## config.mk

```make
export PLATFORM = sky130hd
export DESIGN_NAME = serial_loader_flat
export DESIGN_NICKNAME = d
export VERILOG_FILES = /design/src/rtl/serial_loader_pkg.sv /design/src/rtl/serial_loader_if.sv /design/src/rtl/serial_loader_byte_timer.sv /design/src/rtl/serial_loader.sv /design/src/flat_wrapper.sv
export SDC_FILE = /design/constraint.sdc
export NUM_CORES = 1
export LEC_CHECK = 0
export BUFFER_PORTS_ARGS = -buffer_cell sky130_fd_sc_hd__buf_2
export CAP_MARGIN = 20
export CORE_UTILIZATION = 58
export DETAILED_ROUTE_END_ITERATION = 10
export PLACE_DENSITY = 0.75
export SKIP_LAST_GASP = 1
export SLEW_MARGIN = 25
export SYNTH_ARGS = -nofsm -noshare
export SYNTH_HDL_FRONTEND = slang
export SYNTH_SLANG_ARGS = --single-unit
export TNS_END_PERCENT = 20
```

## constraint.sdc

```tcl
create_clock -name clk -period 2.79 [get_ports clk]
set_clock_uncertainty 0.15 [all_clocks]
set_input_delay 0.4185 -clock clk [delete_from_list [all_inputs] [get_ports clk]]
set_output_delay 0.4185 -clock clk [all_outputs]
set_load 0.005 [all_outputs]
```

## src/rtl/serial_loader_pkg.sv

```systemverilog
// Shared constants, FSM state encoding and helpers for the serial memory loader.
package loader_pkg;

    localparam logic [7:0] SYNC_LOAD = 8'h55;
    localparam logic [7:0] SYNC_GO   = 8'hAA;
    localparam logic [7:0] RESP_ACK  = 8'h06;
    localparam logic [7:0] RESP_NAK  = 8'h15;

    typedef enum logic [3:0] {
        ST_IDLE,
        ST_ADDR_HI,
        ST_ADDR_LO,
        ST_LEN,
        ST_DATA,
        ST_WRITE,
        ST_CSUM,
        ST_RESP,
        ST_GO_HI,
        ST_GO_LO
    } state_t;

    // A length byte of zero encodes a full 256-byte payload.
    function automatic logic [8:0] frame_len(input logic [7:0] len_byte);
        return (len_byte == 8'd0) ? 9'd256 : {1'b0, len_byte};
    endfunction

endpackage

```

## src/rtl/serial_loader_if.sv

```systemverilog
// Serial stream, response, memory-bus and control signals of the serial loader.
interface serial_loader_if;

    logic        rx_valid;
    logic [7:0]  rx_data;
    logic        tx_valid;
    logic [7:0]  tx_data;
    logic        tx_ready;
    logic        hold_req;
    logic        hold_ack;
    logic [15:0] mem_addr;
    logic [7:0]  mem_wdata;
    logic        mem_we;
    logic        go;
    logic [15:0] go_addr;
    logic        busy;
    logic        err;

    modport master (
        input  rx_valid, rx_data, tx_ready, hold_ack,
        output tx_valid, tx_data, hold_req, mem_addr, mem_wdata, mem_we,
               go, go_addr, busy, err
    );

    modport slave (
        output rx_valid, rx_data, tx_ready, hold_ack,
        input  tx_valid, tx_data, hold_req, mem_addr, mem_wdata, mem_we,
               go, go_addr, busy, err
    );

endinterface

```

## src/rtl/serial_loader_byte_timer.sv

```systemverilog
// Inter-byte idle counter: expired is high during the CYCLES-th consecutive idle cycle.
module byte_timer #(
    parameter int unsigned CYCLES = 1000000
) (
    input  logic clk,
    input  logic reset_n,
    input  logic clear,
    input  logic enable,
    output logic expired
);

    localparam int unsigned W = (CYCLES > 1) ? $clog2(CYCLES) : 1;

    logic [W-1:0] count;

    always_ff @(posedge clk or negedge reset_n) begin
        if (!reset_n) begin
            count <= '0;
        end else if (clear || !enable) begin
            count <= '0;
        end else if (!expired) begin
            count <= count + 1'b1;
        end
    end

    // count holds the idle cycles already completed, so the current cycle is number count+1
    assign expired = enable && !clear && (count == W'(CYCLES - 1));

endmodule

```

## src/rtl/serial_loader.sv

```systemverilog
// Serial frame loader: parses load/go frames from the receive stream, takes the
// memory bus via hold/ack, writes the payload and answers ACK/NAK.
module serial_loader
    import loader_pkg::*;
#(
    parameter int unsigned TIMEOUT_CYCLES = 1000000
) (
    input  logic            clk,
    input  logic            reset_n,
    serial_loader_if.master bus
);

    state_t      state_q, state_d;
    logic [15:0] addr_q, addr_d;
    logic [7:0]  wdata_q, wdata_d;
    logic        we_q, we_d;
    logic        hold_req_q, hold_req_d;
    logic        tx_valid_q, tx_valid_d;
    logic [7:0]  tx_data_q, tx_data_d;
    logic        go_q, go_d;
    logic [15:0] go_addr_q, go_addr_d;
    logic [7:0]  go_hi_q, go_hi_d;
    logic        busy_q, busy_d;
    logic        err_q, err_d;
    logic [7:0]  csum_q, csum_d;
    logic [8:0]  count_q, count_d;
    logic [8:0]  len_q, len_d;
    logic        overrun_q, overrun_d;

    logic        timer_en;
    logic        timed_out;
    logic [7:0]  sum_next;
    logic        nak;

    assign timer_en = (state_q != ST_IDLE) && (state_q != ST_RESP);

    byte_timer #(.CYCLES(TIMEOUT_CYCLES)) u_timer (
        .clk     (clk),
        .reset_n (reset_n),
        .clear   (bus.rx_valid),
        .enable  (timer_en),
        .expired (timed_out)
    );

    always_comb begin
        state_d    = state_q;
        addr_d     = addr_q;
        wdata_d    = wdata_q;
        we_d       = 1'b0;
        hold_req_d = hold_req_q;
        tx_valid_d = tx_valid_q;
        tx_data_d  = tx_data_q;
        go_d       = 1'b0;
        go_addr_d  = go_addr_q;
        go_hi_d    = go_hi_q;
        busy_d     = busy_q;
        err_d      = err_q;
        csum_d     = csum_q;
        count_d    = count_q;
        len_d      = len_q;
        overrun_d  = overrun_q;
        sum_next   = csum_q + bus.rx_data;
        nak        = (sum_next != 8'h00) || overrun_q;

        case (state_q)
            ST_IDLE: begin
                if (bus.rx_valid && bus.rx_data == SYNC_LOAD) begin
                    state_d    = ST_ADDR_HI;
                    hold_req_d = 1'b1;
                    busy_d     = 1'b1;
                    err_d      = 1'b0;
                    csum_d     = '0;
                    count_d    = '0;
                    overrun_d  = 1'b0;
                end else if (bus.rx_valid && bus.rx_data == SYNC_GO) begin
                    state_d = ST_GO_HI;
                    busy_d  = 1'b1;
                    err_d   = 1'b0;
                end
            end
            ST_ADDR_HI: if (bus.rx_valid) begin
                addr_d  = {bus.rx_data, addr_q[7:0]};
                csum_d  = sum_next;
                state_d = ST_ADDR_LO;
            end
            ST_ADDR_LO: if (bus.rx_valid) begin
                addr_d  = {addr_q[15:8], bus.rx_data};
                csum_d  = sum_next;
                state_d = ST_LEN;
            end
            ST_LEN: if (bus.rx_valid) begin
                len_d   = frame_len(bus.rx_data);
                csum_d  = sum_next;
                state_d = ST_DATA;
            end
            ST_DATA: if (bus.rx_valid) begin
                wdata_d = bus.rx_data;
                csum_d  = sum_next;
                count_d = count_q + 9'd1;
                state_d = ST_WRITE;
            end
            ST_WRITE: begin
                if (bus.rx_valid) begin
                    overrun_d = 1'b1;
                end
                // Leave WRITE as the strobe is issued; the address advances after the strobe cycle.
                if (bus.hold_ack) begin
                    we_d    = 1'b1;
                    state_d = (count_q == len_q) ? ST_CSUM : ST_DATA;
                end
            end
            ST_CSUM: if (bus.rx_valid) begin
                tx_data_d  = nak ? RESP_NAK : RESP_ACK;
                tx_valid_d = 1'b1;
                hold_req_d = 1'b0;
                err_d      = nak;
                state_d    = ST_RESP;
            end
            ST_RESP: if (tx_valid_q && bus.tx_ready) begin
                tx_valid_d = 1'b0;
                busy_d     = 1'b0;
                state_d    = ST_IDLE;
            end
            ST_GO_HI: if (bus.rx_valid) begin
                go_hi_d = bus.rx_data;
                state_d = ST_GO_LO;
            end
            ST_GO_LO: if (bus.rx_valid) begin
                go_addr_d = {go_hi_q, bus.rx_data};
                go_d      = 1'b1;
                busy_d    = 1'b0;
                state_d   = ST_IDLE;
            end
            default: state_d = ST_IDLE;
        endcase

        if (we_q) begin
            addr_d = addr_q + 16'd1;
        end

        if (timed_out) begin
            err_d = 1'b1;
            if (state_q == ST_GO_HI || state_q == ST_GO_LO) begin
                busy_d  = 1'b0;
                state_d = ST_IDLE;
            end else begin
                we_d       = 1'b0;
                hold_req_d = 1'b0;
                tx_data_d  = RESP_NAK;
                tx_valid_d = 1'b1;
                state_d    = ST_RESP;
            end
        end
    end

    always_ff @(posedge clk or negedge reset_n) begin
        if (!reset_n) begin
            state_q    <= ST_IDLE;
            addr_q     <= '0;
            wdata_q    <= '0;
            we_q       <= 1'b0;
            hold_req_q <= 1'b0;
            tx_valid_q <= 1'b0;
            tx_data_q  <= '0;
            go_q       <= 1'b0;
            go_addr_q  <= '0;
            go_hi_q    <= '0;
            busy_q     <= 1'b0;
            err_q      <= 1'b0;
            csum_q     <= '0;
            count_q    <= '0;
            len_q      <= '0;
            overrun_q  <= 1'b0;
        end else begin
            state_q    <= state_d;
            addr_q     <= addr_d;
            wdata_q    <= wdata_d;
            we_q       <= we_d;
            hold_req_q <= hold_req_d;
            tx_valid_q <= tx_valid_d;
            tx_data_q  <= tx_data_d;
            go_q       <= go_d;
            go_addr_q  <= go_addr_d;
            go_hi_q    <= go_hi_d;
            busy_q     <= busy_d;
            err_q      <= err_d;
            csum_q     <= csum_d;
            count_q    <= count_d;
            len_q      <= len_d;
            overrun_q  <= overrun_d;
        end
    end

    assign bus.mem_addr  = addr_q;
    assign bus.mem_wdata = wdata_q;
    assign bus.mem_we    = we_q;
    assign bus.hold_req  = hold_req_q;
    assign bus.tx_valid  = tx_valid_q;
    assign bus.tx_data   = tx_data_q;
    assign bus.go        = go_q;
    assign bus.go_addr   = go_addr_q;
    assign bus.busy      = busy_q;
    assign bus.err       = err_q;

endmodule

```

## src/flat_wrapper.sv

```systemverilog
// flat-port wrapper written by rule: the top's interface ports become plain ports
module serial_loader_flat import loader_pkg::*;
#(
    parameter int unsigned TIMEOUT_CYCLES = 1000000
)
  (clk, reset_n, bus_rx_valid, bus_rx_data, bus_tx_ready, bus_hold_ack, bus_tx_valid, bus_tx_data, bus_hold_req, bus_mem_addr, bus_mem_wdata, bus_mem_we, bus_go, bus_go_addr, bus_busy, bus_err);
  serial_loader_if bus_i ();
  input  logic clk;
  input  logic reset_n;
  input wire logic [$bits(bus_i.rx_valid)-1:0] bus_rx_valid;
  input wire logic [$bits(bus_i.rx_data)-1:0] bus_rx_data;
  input wire logic [$bits(bus_i.tx_ready)-1:0] bus_tx_ready;
  input wire logic [$bits(bus_i.hold_ack)-1:0] bus_hold_ack;
  output wire logic [$bits(bus_i.tx_valid)-1:0] bus_tx_valid;
  output wire logic [$bits(bus_i.tx_data)-1:0] bus_tx_data;
  output wire logic [$bits(bus_i.hold_req)-1:0] bus_hold_req;
  output wire logic [$bits(bus_i.mem_addr)-1:0] bus_mem_addr;
  output wire logic [$bits(bus_i.mem_wdata)-1:0] bus_mem_wdata;
  output wire logic [$bits(bus_i.mem_we)-1:0] bus_mem_we;
  output wire logic [$bits(bus_i.go)-1:0] bus_go;
  output wire logic [$bits(bus_i.go_addr)-1:0] bus_go_addr;
  output wire logic [$bits(bus_i.busy)-1:0] bus_busy;
  output wire logic [$bits(bus_i.err)-1:0] bus_err;
  assign bus_i.rx_valid = bus_rx_valid;
  assign bus_i.rx_data = bus_rx_data;
  assign bus_i.tx_ready = bus_tx_ready;
  assign bus_i.hold_ack = bus_hold_ack;
  assign bus_tx_valid = bus_i.tx_valid;
  assign bus_tx_data = bus_i.tx_data;
  assign bus_hold_req = bus_i.hold_req;
  assign bus_mem_addr = bus_i.mem_addr;
  assign bus_mem_wdata = bus_i.mem_wdata;
  assign bus_mem_we = bus_i.mem_we;
  assign bus_go = bus_i.go;
  assign bus_go_addr = bus_i.go_addr;
  assign bus_busy = bus_i.busy;
  assign bus_err = bus_i.err;
  serial_loader #(.TIMEOUT_CYCLES(TIMEOUT_CYCLES)) u_core (.clk(clk), .reset_n(reset_n), .bus(bus_i));
endmodule
```

==> Yosys cells after proc, flatten, opt, wreduce, memory -nomap -nowiden <==
Cells that the tools add are included.
{ "word_totals": {"ff_bits": 113, "in_bits": 13, "out_inout_bits": 54} }
{ "classes": {"addsub": 4, "eq_ne": 31, "muxes": 64, "reduce_logical": 34} }
{ "ops": {"columns": ["op", "n"], "rows": [
  ["8-bit two-way mux", 7],
  ["4-bit two-way mux", 12],
  ["20-bit two-way mux", 2],
  ["4-bit one-hot mux with 10 select lines", 1],
  ["16-bit two-way mux", 2],
  ["16-bit one-hot mux with 2 select lines", 1],
  ["9-bit two-way mux", 3],
  ["1-bit two-way mux", 26],
  ["3-bit by 2-bit != test with 1-bit output, second input constant", 8],
  ["20-bit by 1-bit adder with 20-bit output, second input constant", 1],
  ["20-bit == test, second input constant", 1],
  ["9-bit one-hot mux with 2 select lines", 1],
  ["3-bit AND reduction", 6],
  ["16-bit by 1-bit adder with 16-bit output, second input constant", 1],
  ["4-bit by 3-bit == test with 1-bit output, second input constant", 4],
  ["8-bit one-hot mux with 2 select lines", 1],
  ["2-bit nonzero test", 6],
  ["10-bit AND reduction", 1],
  ["9-bit by 1-bit adder with 9-bit output, second input constant", 1],
  ["9-bit == test", 1],
  ["8-bit adder", 1],
  ["4-bit by 2-bit == test with 1-bit output, second input constant", 2],
  ["4-bit == test, second input constant", 2],
  ["8-bit by 7-bit == test with 1-bit output, second input constant", 1],
  ["22 further kinds", 41]
]} }

==> Depth between registers and ports, before layout <==
Gate-level depths: netlist of run 1.
{ "depth": {"depth_word": 8, "mapped_depth": 8, "depth_no_buf": 8} }

==> By module <==
A second synthesis of run 1 with hierarchy kept.
{ "hier_totals": {"hier_cells": 575, "hier_area_um2": 5844.4} }
{ "by_module_without_submodules": {"columns": ["mod", "instances", "cells_each", "area_per_inst_um2", "seq_area_each_um2"], "rows": [
  ["serial_loader", 1, 462, 4788.3, 2327.2],
  ["byte_timer", 1, 113, 1056.0, 500.5]
]} }

==> Worst setup path after synthesis of run 1 <==
Ideal clock, no wire load.
{ "synth_timing": {"kind": "input to register", "startpoint": "input bus_rx_data[0]", "endpoint": "register u_core.tx_data_q[0] (netlist: u_core.bus.tx_data[0])", "setup_ns": 0.131, "arrival_ns": 2.295, "required_time_ns": 2.509, "path_slack_ns": 0.214, "stages": 8, "cell_sequence": "ha_1 fa_1 a21o_1 a21oi_1 o41ai_1 a2111oi_0 nand4_1 a21boi_1"} }
{ "synth_between": {"elab_chain_len": 8} }
{ "synth_rtl": {"columns": ["item", "line_no", "rtl"], "rows": [
  ["from (decl)", "flat_wrapper.sv:11", "input wire logic [$bits(bus_i.rx_data)-1:0] bus_rx_data;"],
  ["8-bit adder *", "serial_loader.sv:62", "sum_next = csum_q + bus.rx_data;"],
  ["8-bit nonzero test *", "serial_loader.sv:63", "nak = (sum_next != 8'h00) || overrun_q;"],
  ["1-bit logical OR *", "serial_loader.sv:63", null],
  ["5-bit two-way mux *", "serial_loader.sv:113", "tx_data_d = nak ? RESP_NAK : RESP_ACK;"],
  ["8-bit two-way mux *", "serial_loader.sv:112", "ST_CSUM: if (bus.rx_valid) begin"],
  ["8-bit two-way mux *", "serial_loader.sv:65", "case (state_q)"],
  ["8-bit two-way mux", "serial_loader.sv:143", "if (state_q == ST_GO_HI || state_q == ST_GO_LO) begin"],
  ["8-bit two-way mux *", "serial_loader.sv:141", "if (timed_out) begin"],
  ["named net u_core.tx_data_d[0]", "serial_loader.sv:19", "logic [7:0] tx_data_q, tx_data_d;"],
  ["to (signal assigned)", "serial_loader.sv:181", "tx_data_q <= tx_data_d;"],
  ["to (decl)", "serial_loader.sv:19", null]
]} }
The timed path passes the listed nets; every way through them passes the cells marked *.
A chain may end at the register's enable or synchronous reset.

==> Worst setup path in the final report of run 1 <==
{ "layout_timing": {"startpoint": "register u_core.csum_q[0]", "endpoint": "register u_core.tx_data_q[4] (netlist: u_core.bus.tx_data[4])"} }
{ "layout_between": {"elab_chain_len": 8} }
{ "layout_rtl": {"columns": ["item", "line_no", "rtl"], "rows": [
  ["from (decl)", "serial_loader.sv:25", "logic [7:0] csum_q, csum_d;"],
  ["from (signal assigned)", "serial_loader.sv:187", "csum_q <= csum_d;"],
  ["8-bit adder *", "serial_loader.sv:62", null],
  ["8-bit nonzero test *", "serial_loader.sv:63", null],
  ["1-bit logical OR *", "serial_loader.sv:63", null],
  ["5-bit two-way mux *", "serial_loader.sv:113", null],
  ["8-bit two-way mux *", "serial_loader.sv:112", null],
  ["8-bit two-way mux *", "serial_loader.sv:65", null],
  ["8-bit two-way mux", "serial_loader.sv:143", null],
  ["8-bit two-way mux *", "serial_loader.sv:141", null],
  ["named net u_core.tx_data_d[4]", "serial_loader.sv:19", null]
]} }
Marked as above.

==> results of run 1 <==
-- cell type report --
type	count	area, µm²	area share
timing repair buffer	91	535.5	0.07775
inverter	12	45.04	0.006540
tap	129	161.4	0.02343
multi-input combinational	412	2766	0.4016
clock inverter	15	137.6	0.01998
clock buffer	17	414.1	0.06013
sequential	113	2828	0.4105
-- worst max-delay path by stage --
stage / to / slack, ns / cells past startpoint
2_1_floorplan: u_core.bus.tx_data[0]$_DFF_PN0_ / 0.21 / 8
3_3_place_gp: u_core.bus.tx_data[4]$_DFF_PN0_ / 0.04 / 10
3_5_place_dp: u_core.bus.tx_data[4]$_DFF_PN0_ / -0.02 / 10
4_1_cts: u_core.bus.tx_data[4]$_DFF_PN0_ / 0.16 / 9
5_1_grt: u_core.bus.tx_data[4]$_DFF_PN0_ / 0.03 / 9
6_report: u_core.bus.tx_data[4]$_DFF_PN0_ / 0.19 / 9
-- cells by family after synthesis --
kind of cell               after synthesis  share of synthesized area
and+or+nand+nor                        214                     0.1898
DFF                                    113                     0.4954
AOI/OAI and AO/OA                       91                     0.1008
muxes                                   51                    0.09864
xor gates and xnor gates                45                    0.06905
buffers and inverters                   31                    0.02082
adders and majority gates               11                    0.02543
-- sequential cells by signal, summed over array words and instances, names as in the netlist, 8 cells and up --
register	flops
u_core.bus.tx_data	8
u_core.len_q	9
u_core.bus.mem_addr	16
u_core.go_hi_q	8
u_core.bus.mem_wdata	8
u_core.bus.go_addr	16
u_core.count_q	9
u_core.csum_q	8
u_core.u_timer.count	20
-- per-stage QoR --
stage | total power, W | setup TNS [ns] | hold WS (ns)
after floorplan | 0.003785 | 0 | -0.02709
after global routing | 0.006906 | 0 | 0.01966
after detailed placement | 0.004455 | -0.04239 | 0.3033
after global placement | 0.004375 | 0 | 0.2965
after CTS | 0.006486 | 0 | 0.001258
final | 0.006502 | 0 | 0.02781
-- worst max-delay path, delay by kind of cell (launching register included) --
family / cells / cell delay, ns
AOI/OAI and AO/OA: 5 / 1.00
buffers and inverters: 1 / 0.18
DFF: 1 / 0.40
adders and majority gates: 2 / 0.63
and+or+nand+nor: 1 / 0.12
-- routing by layer --
metal | GRT usage | part of all wire | wire length, µm | up-vias
met4 | 0.09922 | 0.016 | 213 | 0
met5 | 0 | 0 | 0 | -
met1 | 0.3882 | 0.44 | 6014 | 2283
met2 | 0.4511 | 0.48 | 6570 | 159
li1 | - | - | - | 2172
met3 | 0.06901 | 0.060 | 818 | 24
-- power breakdown --
part	switching [W]	internal (W)
sequential	0.000456	0.00201
clock	0.000867	0.00113
combinational	0.00107	0.000968
total	0.00239	0.00411
-- repair_timing --
action / in CTS / in global routing
hold buffers: 1 / 0
endpoints found under the setup margin: 0 / 4
hold endpoints to repair: 44 / 0
resized for setup: 0 / 2
-- cells in the mapped netlist, drive strengths merged (2+ instances only) --
cell type	number
a21o	4
mux2	42
nand3	27
a41oi	2
xor2	14
and3	8
a21oi	25
nor3	12
o21a	2
buf	2
clkbuf	17
a31oi	5
and4	4
and2	9
nor3b	5
nand2	68
dfrtp	113
nand4	11
inv	12
nand2b	3
a311oi	2
mux2i	9
a22oi	2
ha	10
or4	5
o311ai	2
xnor2	31
a211oi	5
nor4	3
or3	5
o31ai	2
nor2	48
a21boi	2
or4b	2
o2bb2ai	3
o21ai	26
==> results by stage, run 1 <==
Floorplan:
- The core region area is 0.009371 mm².
- The top-level port count is 67.
- The die covers 0.01024 mm².
- The overall die width is 101.2 µm.
- The floorplan row count is 35.
- The starting density of the core is 0.6091.
- The floorplan step set the die height to 101.2 µm.

Clock network:
- In this run the number of H-tree levels came out at 4.
- No sink is reached through more buffers than the 2 on the longest clock path.
- For the worst-skew pair, the clock arrives at the later sink with an insertion delay of 0.52 ns.
- TritonCTS built the clock tree.
- The sink count of the clock tree is 113.
- The number of buffers added by the clock tree synthesis step is 17.
- The cell sitting at the root of the clock tree is a sky130_fd_sc_hd__clkbuf_8.
- In this run the post-CTS setup repair buffer count came out at 0.
- Clock-pin slew was measured on the worst setup and hold paths at 0.06 ns.

Route:
- The detail route stage leaves a number of antenna-violating nets equal to 0.
- The first routing iteration left 343 violations.
- The total vias in the final route is 4,638.
- After detailed routing, the number of remaining DRC violations is 0.
- Dividing the detail-routed via count by the number of cells gives 5.878.
- The total wirelength of the detailed-routed design is 13,620 µm.
- The average routed wire per standard cell is 17.26 µm.
- The pre-antenna-repair detailed-routing pass consisted of 5 iterations.

Final layout:
- Excluding fillers, the count of instances in the completed layout stands at 789.
- 0 antenna diodes ended up in the layout.
- Fill cells in the final layout number 663.
- Relative to the synthesized area, the layout overhead comes to 20.67%.
- The library cells used most frequently in the layout, excluding fill and tap cells, are sky130_fd_sc_hd__dfrtp_1 (113), sky130_fd_sc_hd__nand2_1 (67), sky130_fd_sc_hd__buf_2 (65).
- For this run, the share of the core covered by cells in the final layout is 0.7350.
- Of the cells placed in the final design, the portion with a size suffix greater than 1 is 0.2636.
- The library cell used most frequently in the layout, excluding fill and tap cells, is sky130_fd_sc_hd__dfrtp_1.
- Once layout is done, the placed cells without fillers occupy 0.006888 mm².
- The net count of the finished layout is 671.

Min path:
- The worst hold path terminates at u_core.bus.mem_we$_DFF_PN0_.
- The worst hold path was traced through 3 stages.
- The min-delay analysis places its worst path in the category in2reg.
- The hold path startpoint is bus_hold_ack.

GRT:
- The number of global-route vias before repair is 4,463.
- The total congestion overflow is 0.
- The global routing usage summed across all routing layers is 0.2853.
- The largest net degree at the start of global routing is 48.
- The first global-routing pass estimated 21,930 µm of wire.
- The initial antenna violation count came to 0.

Placed design:
- The count of placed standard cells including taps is 756.
- The global placer's final weighted congestion is 0.9661.
- Prior to clock tree synthesis, the placed netlist has a worst setup slack of -0.02262 ns.
- In this run the tool buffered the top-level ports with 66 buffer cells.
- The HPWL after detailed placement is 9192 µm.
- In this run the cell area measured after placement is 0.006321 mm².

Synth:
- The count of unique library cells instantiated by Yosys is 60.
- Counting flops with a built-in enable in the synthesized netlist gives 0.
- The share of synthesized area in the top cell type comes to 0.4954.
- Synthesis produced a netlist with a net count of 580.
- Yosys printed 0 warnings.
- The mapped cell area is 0.005708 mm².
- After technology mapping, the gate count stands at 556.
- Sorting the synthesized cells by area gives the leading types as sky130_fd_sc_hd__dfrtp_1 (50%), sky130_fd_sc_hd__mux2_2 (8.1%), sky130_fd_sc_hd__xnor2_1 (4.8%), sky130_fd_sc_hd__nand2_1 (4.4%), sky130_fd_sc_hd__nor2_1 (3.1%).
- The synthesized area divided by synthesized cell count is 10.27 µm².
- The fraction of synthesis flops using an asynchronous set or reset pin is 1.000.
- sky130_fd_sc_hd__dfrtp_1 takes more of the synthesized area than any other cell.
- The most frequently used flop master after synthesis is sky130_fd_sc_hd__dfrtp_1.
- The share of synthesized area occupied by flip-flops and latches is 0.4954.
- The synthesized design contains 113 register bits.

Setup path:
- The start point of the critical path is u_core.csum_q[0]$_DFFE_PN0P_.
- The register-to-register path setup slack is 0.19 ns.
- The category of the most critical setup path is reg2reg.
- The largest incremental delay on the critical path is 0.41 ns.
- The category of the worst setup path launch point is a flop.
- The worst register-to-register path ends at u_core.bus.tx_data[4]$_DFF_PN0_.
- The startpoint of the worst register-to-register path is u_core.csum_q[0]$_DFFE_PN0P_.
- The critical path goes through ha_1 -> fa_1 -> a21o_1 -> a21oi_2 -> o41ai_1 -> a2111oi_1 -> buf_4 -> nand4_1 -> a21boi_1.
- Among all stages on the critical path, the largest delay is contributed by sky130_fd_sc_hd__fa_1.
- STA classifies the critical path endpoint as a flop.
- The number of cells on the worst reg-to-reg path is 9.
- The arrival time at the worst endpoint is 2.83 ns.
- The worst endpoint required time is 3.02 ns.
- Of all nets on the critical path, the largest fanout is 3.

Power:
- The largest voltage drop on the vdd net is 562.6 µV.
- The leakage power figure is 3.301 nW.
- The power density of the placed cells is 944.0 mW/mm².

STA:
- Setup repair after global routing left no endpoint under its margin.
- After layout, the minimum clock period comes to 2.601 ns.
- The slew at the pin closest to its max-slew limit is 0.6557 ns.
- The highest attainable clock frequency is 384.5 MHz.
- The final hold violation count is 0.
- The final count of negative-setup-slack endpoints is 0.
- The max-slew violation count is 0.
- The final setup slack of the worst path is 0.1893 ns.
- The share of the clock period used by the worst path is 0.9321.
- Headroom to the max-slew limit came out at 0.5602.

Run:
- Max-cap violations in this run came to 0.

Status:
- The run finished with clean final reports.
No activity file was read; power rests on OpenSTA's default activity.
==> run 2, diff against run 1 <==
CORE_UTILIZATION = 63   (was 58)
PLACE_DENSITY = 0.81   (was 0.75)
REMOVE_ABC_BUFFERS = 1   (was not set)
clock period = 3.3 ns   (was 2.79 ns; I/O delays follow)
==> run 2 against run 1 <==
  * Setup slack better by 0.21 ns
  * Core utilization increased by 3.9 points
  * Power is 13% lower
  * Sequential cell count stayed put
  * First-iteration DRC count shrank 7.9%
  * Critical path depth decreased by 1
  * Fmax down 10%
  * Final cell count is 4.6% lower
  * Register-to-register slack improved by 0.21 ns
  * Hold slack improved by 0.10 ns
==> results by stage, run 2 (synthesis gave the netlist of run 1 again) <==
Clock network:
- The clock insertion delay at the later pin of the skew report is 0.51 ns.
- The number of gates resized after cts is 0.
- The number of buffers added by the clock tree synthesis step is 17.
- The clock root buffer is sky130_fd_sc_hd__clkbuf_8.
- Clock-pin slew was measured on the worst setup and hold paths at 0.06 ns.
- The clock tree from TritonCTS is done.
- The clock drives 113 sinks.
- In this run the deepest clock path goes through 2 buffers.
- The H-tree was split into 4 levels.
- The buffers inserted during post-CTS setup optimization is 0.

Setup path:
- The maximum net fanout on the critical path is 3.
- The critical path is of the reg2reg type.
- For the worst flop-to-flop path, the logic depth is 8.
- The category of the worst setup path launch point is a flop.
- In this run the critical register-to-register path is captured at u_core.bus.tx_data[0]$_DFF_PN0_.
- Setup slack on the worst reg-to-reg path comes out at 0.40 ns.
- At the worst endpoint, the required time is 3.52 ns.
- The kind of capture point of the worst setup path is a flop.
- At the worst endpoint, the arrival time is 3.12 ns.
- The startpoint of the worst register-to-register path is u_core.csum_q[0]$_DFFE_PN0P_.

Final layout:
- The filler cells instantiated in the layout total 548.
- The multi-input gate area in the final layout is 0.002761 mm².
- Leaving out fill and tap cells, the most frequent cells in the layout are sky130_fd_sc_hd__dfrtp_1 (113), sky130_fd_sc_hd__nand2_1 (67), sky130_fd_sc_hd__buf_2 (65).
- The finished layout holds 753 standard cells, fillers aside.
- The area growth from synthesis to layout is 18.87%.
- The total number of nets in the final design is 656.
- The repair_antennas step left the layout with diodes totalling 0.
- The number of flip-flops under the largest register name is 20.
- The sequential cell area is 0.002828 mm².
- Measured on the finished design, the core utilization comes to 0.7743.
- Leaving out fill and tap cells, the most frequent cell in the layout is sky130_fd_sc_hd__dfrtp_1.
- The fraction of final layout cells sized beyond drive strength 1 is 0.2419.
- The register with the most flip-flops in the final layout is u_core.u_timer.count.

STA:
- The slew at the pin closest to its max-slew limit is 0.8587 ns.
- Timing would allow up to 344.2 MHz.
- Setup slack closes at 0.3951 ns.
- The clock period could shrink to 2.905 ns.
- The share of the clock period used by the worst path is 0.8803.
- Setup total negative slack on the finished layout was measured at 0 ns.
- The final hold violation count came to 0.
- The max-slew violation count is 0.
- Setup repair after global routing left no endpoint under its margin.
- The final count of negative-setup-slack endpoints is 0.
- The worst slew slack as a fraction of its limit is 0.4244.
- Hold is met by 0.1282 ns.

Status:
- The flow ran to the end, and the final reports show no timing, DRC or antenna violations.

Route:
- For this run, design rule violations remaining after detail routing come to 0.
- The pre-antenna-repair detailed-routing pass consisted of 5 iterations.
- The number of nets still failing antenna checks after routing is 0.
- The average routed wire per standard cell is 19.62 µm.
- The number of DRC violations after detailed-routing iteration 0 is 316.
- Summed over all layers, the routed wires come to 14,780 µm.
- The via density per instance is 6.278.
- For this block, the via count after detailed routing is 4,727.

GRT:
- The global-route wire length before repair is 24,290 µm.
- The number of global-route vias before repair is 4,760.
- The initial antenna violation count was 0.
- The global routing usage summed across all routing layers is 0.3304.
- The total congestion overflow is 0.
- The largest net degree at the start of global routing is 59.

Min path:
- The min-delay analysis places its worst path in the category in2reg.
- Along the worst hold path, the cell count comes to 3.
- The hold-critical path endpoint is u_core.bus.mem_we$_DFF_PN0_.
- The startpoint identified for the worst hold timing path is bus_hold_ack.

Floorplan:
- In this run the horizontal extent of the chip is 97.19 µm.
- The top-level port count is 67.
- The starting density of the core is 0.6513.
- The core region area is 0.008763 mm².
- The initialized floorplan defines 34 standard-cell rows.
- The floorplan die area is 0.009445 mm².
- The die height is 97.19 µm.

Placed design:
- Detailed placement finished with a half-perimeter wire length of 9403 µm.
- At the end of routability-driven placement, the weighted congestion stood at 0.9058.
- In this run the tool buffered the top-level ports with 66 buffer cells.
- The count of placed standard cells including taps is 720.
- Prior to clock tree synthesis, the placed netlist has a worst setup slack of 0.2993 ns.

Power:
- The largest voltage drop on the vdd net is 427.1 µV.
- The leakage power figure is 3.244 nW.
- The power density of the placed cells is 834.5 mW/mm².

Run:
- The max-capacitance violation count is 0.
==> run 2: worst max path at each step <==
stage                                            endpoint                    startpoint
final                     u_core.bus.tx_data[0]$_DFF_PN0_  u_core.csum_q[0]$_DFFE_PN0P_
after global routing      u_core.bus.tx_data[0]$_DFF_PN0_  u_core.csum_q[0]$_DFFE_PN0P_
after CTS                 u_core.bus.tx_data[0]$_DFF_PN0_  u_core.csum_q[0]$_DFFE_PN0P_
after detailed placement  u_core.bus.tx_data[4]$_DFF_PN0_                bus_rx_data[0]
after global placement    u_core.bus.tx_data[0]$_DFF_PN0_                bus_rx_data[0]
after floorplan           u_core.bus.tx_data[0]$_DFF_PN0_                bus_rx_data[0]
==> run 2: final cells by class <==
class                           count  area share
Clock buffer                       23     0.07026
Multi-Input combinational cell    412      0.4070
Sequential cell                   113      0.4167
Timing Repair Buffer               76     0.06048
Tap cell                          108     0.01992
Inverter                           12    0.006638
Clock inverter                      9     0.01899
==> run 2: layer usage <==
layer  up-vias  global-route usage  wire length (µm)
met5         -                   0                 0
met4         0              0.1160               370
met3        39             0.07338               822
met2       184              0.5444              7510
met1      2360              0.4336              6070
li1       2144                   -                 -
==> run 2: where the power goes <==
part	switching, W	internal, W	leakage [nW]	total (W)
logic	0.000926	0.000772	1.48	0.00170
clock network	0.000620	0.00123	0.294	0.00185
registers	0.000414	0.00170	1.47	0.00212
==> run 2: per-stage QoR <==
| stage | total power [W] | cell area [µm²] |
|---|---|---|
| finish | 0.005662 | 6785 |
| global route | 0.005966 | 6785 |
| CTS | 0.005648 | 6785 |
| detailed placement | 0.003738 | 6170 |
| global placement | 0.003634 | 6170 |
| floorplan | 0.003169 | 5634 |
==> run 2: timing repair <==
| item | in CTS | in global routing |
|---|---|---|
| hold buffers | 1 | 0 |
| hold endpoints to repair | 55 | 0 |
| endpoints found under the setup margin | 0 | 0 |
==> run 2: critical path, cell delays in order, from the launching register on <==
cell	delay [ns]
sky130_fd_sc_hd__dfrtp_1	0.38
sky130_fd_sc_hd__ha_1	0.22
sky130_fd_sc_hd__fa_1	0.41
sky130_fd_sc_hd__a21o_1	0.20
sky130_fd_sc_hd__a21oi_1	0.23
sky130_fd_sc_hd__o41ai_1	0.12
sky130_fd_sc_hd__a2111oi_0	0.66
sky130_fd_sc_hd__nand4_1	0.22
sky130_fd_sc_hd__a21boi_1	0.18
==> run 3, diff against run 2 <==
CORE_UTILIZATION = 53   (was 63)
PLACE_DENSITY = not set   (was 0.81)
PLACE_DENSITY_LB_ADDON = 0.08   (was not set)
clock period = 2.6 ns   (was 3.3 ns; I/O delays follow)
==> run 3 against run 2 <==
  * Cell area grew 4.8%
  * Non-clock buffer count grew 29
  * Clock power grew 35%
  * Setup slack lost 0.34 ns
  * Die area grew 18%
  * Critical path depth shrank 1
  * Highest routed layer unchanged
==> results by stage, run 3 (synthesis gave the netlist of run 1 again) <==
GRT:
- The largest net degree at the start of global routing is 52.
- The first global-routing pass estimated 23,160 µm of wire.
- The total congestion overflow is 0.
- The number of global-route vias before repair is 4,533.
- The global routing usage summed across all routing layers is 0.2712.
- The initial antenna violation count is 0.

Route:
- The number of iterations in the first detailed-routing pass is 5.
- The final layout contains routed wiring with a total length of 13,990 µm.
- The number of DRC violations after detailed-routing iteration 0 is 311.
- The detailed-route DRC error count is 0.
- The total vias in the final route is 4,601.
- The average routed wire per standard cell is 17.27 µm.
- The via density per instance is 5.680.
- The number of nets still failing antenna checks after routing is 0.

Setup path:
- The startpoint of the worst register-to-register path is u_core.csum_q[0]$_DFFE_PN0P_.
- The reg-to-reg critical path endpoint is u_core.bus.tx_data[0]$_DFF_PN0_.
- The category of the worst setup path launch point is a flop.
- The kind of capture point of the worst setup path is a flop.
- Along the worst path, the maximum fanout reaches 3.
- The worst setup path is of the reg2reg kind.
- The register-to-register path setup slack is 0.06 ns.
- Data on the critical path arrives at its endpoint at 2.79 ns.
- The number of cells on the worst reg-to-reg path is 7.
- For the worst setup path, the data required time is 2.85 ns.

Clock network:
- The sink count of the clock tree is 113.
- The tree is rooted in a sky130_fd_sc_hd__clkbuf_8.
- TritonCTS built the clock tree.
- The clock-pin slew of the registers on the worst-case setup and hold paths is 0.06 ns.
- In this run the number of H-tree levels came out at 4.
- The clock insertion delay at the later pin of the skew report is 0.53 ns.
- No sink is reached through more buffers than the 2 on the longest clock path.
- The number of buffers added by the clock tree synthesis step is 17.

Final layout:
- The register with the most flip-flops in the layout has 20 of them.
- The final antenna diode count is 0.
- The top cell types in the final layout, fill and taps aside, are sky130_fd_sc_hd__dfrtp_1 (113), sky130_fd_sc_hd__nand2_1 (67), sky130_fd_sc_hd__buf_2 (65).
- The register containing the most flip-flops in the final layout is u_core.u_timer.count.
- Compared with the post-synthesis result, the final layout area differs by 24.57%.
- Leaving out fill and tap cells, the most frequent cell in the layout is sky130_fd_sc_hd__dfrtp_1.
- The total number of nets in the final design is 685.
- The final standard cell count with taps included and fillers excluded is 810.
- The fraction of final layout cells sized beyond drive strength 1 is 0.2819.

Floorplan:
- The initialized floorplan defines 37 standard-cell rows.
- The die covers 0.01119 mm².
- The die height is 105.8 µm.
- The initial utilization of the core area, before any placement, comes to 0.5504.
- The region available for standard cell placement spans 0.01037 mm².
- In this run the count of I/O pins placed on the die edge is 67.
- The overall die width is 105.8 µm.

Placed design:
- The global placer's final weighted congestion is 0.8947.
- The count of buffers added on input and output ports is 66.
- Detailed placement finished with a half-perimeter wire length of 9644 µm.
- The count of placed standard cells including taps is 774.

STA:
- The hold slack is 0.04770 ns.
- Setup violations remaining at the end of the flow were counted as 0.
- Of the available clock period, the critical path in the final layout requires 0.9775.
- The highest attainable clock frequency is 393.5 MHz.
- At the pin with the least slew margin, the transition time is 0.5550 ns.
- The final hold violation count was 0.
- Setup repair after global routing could not meet its margin everywhere.
- The max-slew violation count came to 0.
- The clock period minus final worst setup slack is 2.541 ns.
- The final-layout setup total negative slack is 0 ns.
- The worst slew slack as a fraction of its limit is 0.6253.

Run:
- Across the run, the number of max-cap violations was 0.

Power:
- The power density of the placed cells is 1051 mW/mm².
- The leakage power figure is 3.410 nW.
- The largest voltage drop on the vdd net is 673.4 µV.

Min path:
- The hold path startpoint is bus_tx_ready.
- The path category of the worst min-delay check is in2reg.
- The cell depth of the worst min-delay path is 4.
- The hold-critical path endpoint is u_core.bus.tx_valid$_DFF_PN0_.

Status:
- The run finished with clean final reports.
==> run 3: cell types whose count changed in the layout (fill, tap and decap cells not counted), sizes merged <==
cell / delta
clkbuf: -1
buf: +28
clkinvlp: -1
bufinv: +2
dlygate4sd3: +1
==> run 3: timing repair <==
action,CTS,global route
pin swaps,2,5
hold buffers,2,0
setup buffers,0,2
resized for setup,2,7
cloned,0,0
setup endpoints to repair,4,4
endpoints found under the hold margin,31,0
==> run 3: power by group <==
group / internal (W) / switching, W / total (W)
sequential: 0.00216 / 0.000492 / 0.00265
combinational: 0.00114 / 0.00118 / 0.00232
clock: 0.00170 / 0.000797 / 0.00250
==> run 3: worst max-delay path by stage <==
stage	start	to	slack [ns]	cells past startpoint
CTS	u_core.csum_q[0]$_DFFE_PN0P_	u_core.bus.tx_data[4]$_DFF_PN0_	0.03	9
global route	u_core.csum_q[0]$_DFFE_PN0P_	u_core.bus.tx_data[0]$_DFF_PN0_	-0.08	9
finish	u_core.csum_q[0]$_DFFE_PN0P_	u_core.bus.tx_data[0]$_DFF_PN0_	0.06	7
floorplan	bus_rx_data[0]	u_core.bus.tx_data[0]$_DFF_PN0_	0.05	8
global placement	bus_rx_data[0]	u_core.bus.tx_data[4]$_DFF_PN0_	-0.25	10
detailed placement	bus_rx_data[0]	u_core.bus.tx_data[0]$_DFF_PN0_	-0.27	10
==> run 3: stage by stage <==
step	power (W)	setup slack (ns)	area, µm²	util
final	0.007472	0.05860	7111	0.6857
after floorplan	0.004022	0.05295	5634	-
after detailed placement	0.004881	-0.2683	6412	0.6184
after global placement	0.004797	-0.2527	6412	0.6184
after global routing	0.007925	-0.08137	7111	0.6857
after CTS	0.007418	0.03205	7073	0.6821
==> run 3: layout make-up <==
class / count / area (µm²)
clock buffer: 22 / 452.9
clock inverter: 10 / 181.4
fill: 800 / 3259
inverter: 12 / 45.04
multi-input combinational: 412 / 2790
sequential: 113 / 2828
tap: 136 / 170.2
timing repair buffer: 105 / 643.1
==> run 3: layer usage <==
| layer | GRT usage | part of all wire |
|---|---|---|
| met1 | 0.3643 | 0.45 |
| met3 | 0.08040 | 0.055 |
| met5 | 0 | 0 |
| met4 | 0.09425 | 0.015 |
| met2 | 0.4188 | 0.48 |
==> run 3: critical path: stages, from the launching register on <==
cell and delay (ns):
sky130_fd_sc_hd__dfrtp_1 0.38, sky130_fd_sc_hd__ha_2 0.19, sky130_fd_sc_hd__fa_2 0.46, sky130_fd_sc_hd__or4_1 0.52, sky130_fd_sc_hd__nor3_1 0.20, sky130_fd_sc_hd__buf_4 0.14, sky130_fd_sc_hd__nand4_1 0.16, sky130_fd_sc_hd__a21boi_2 0.21
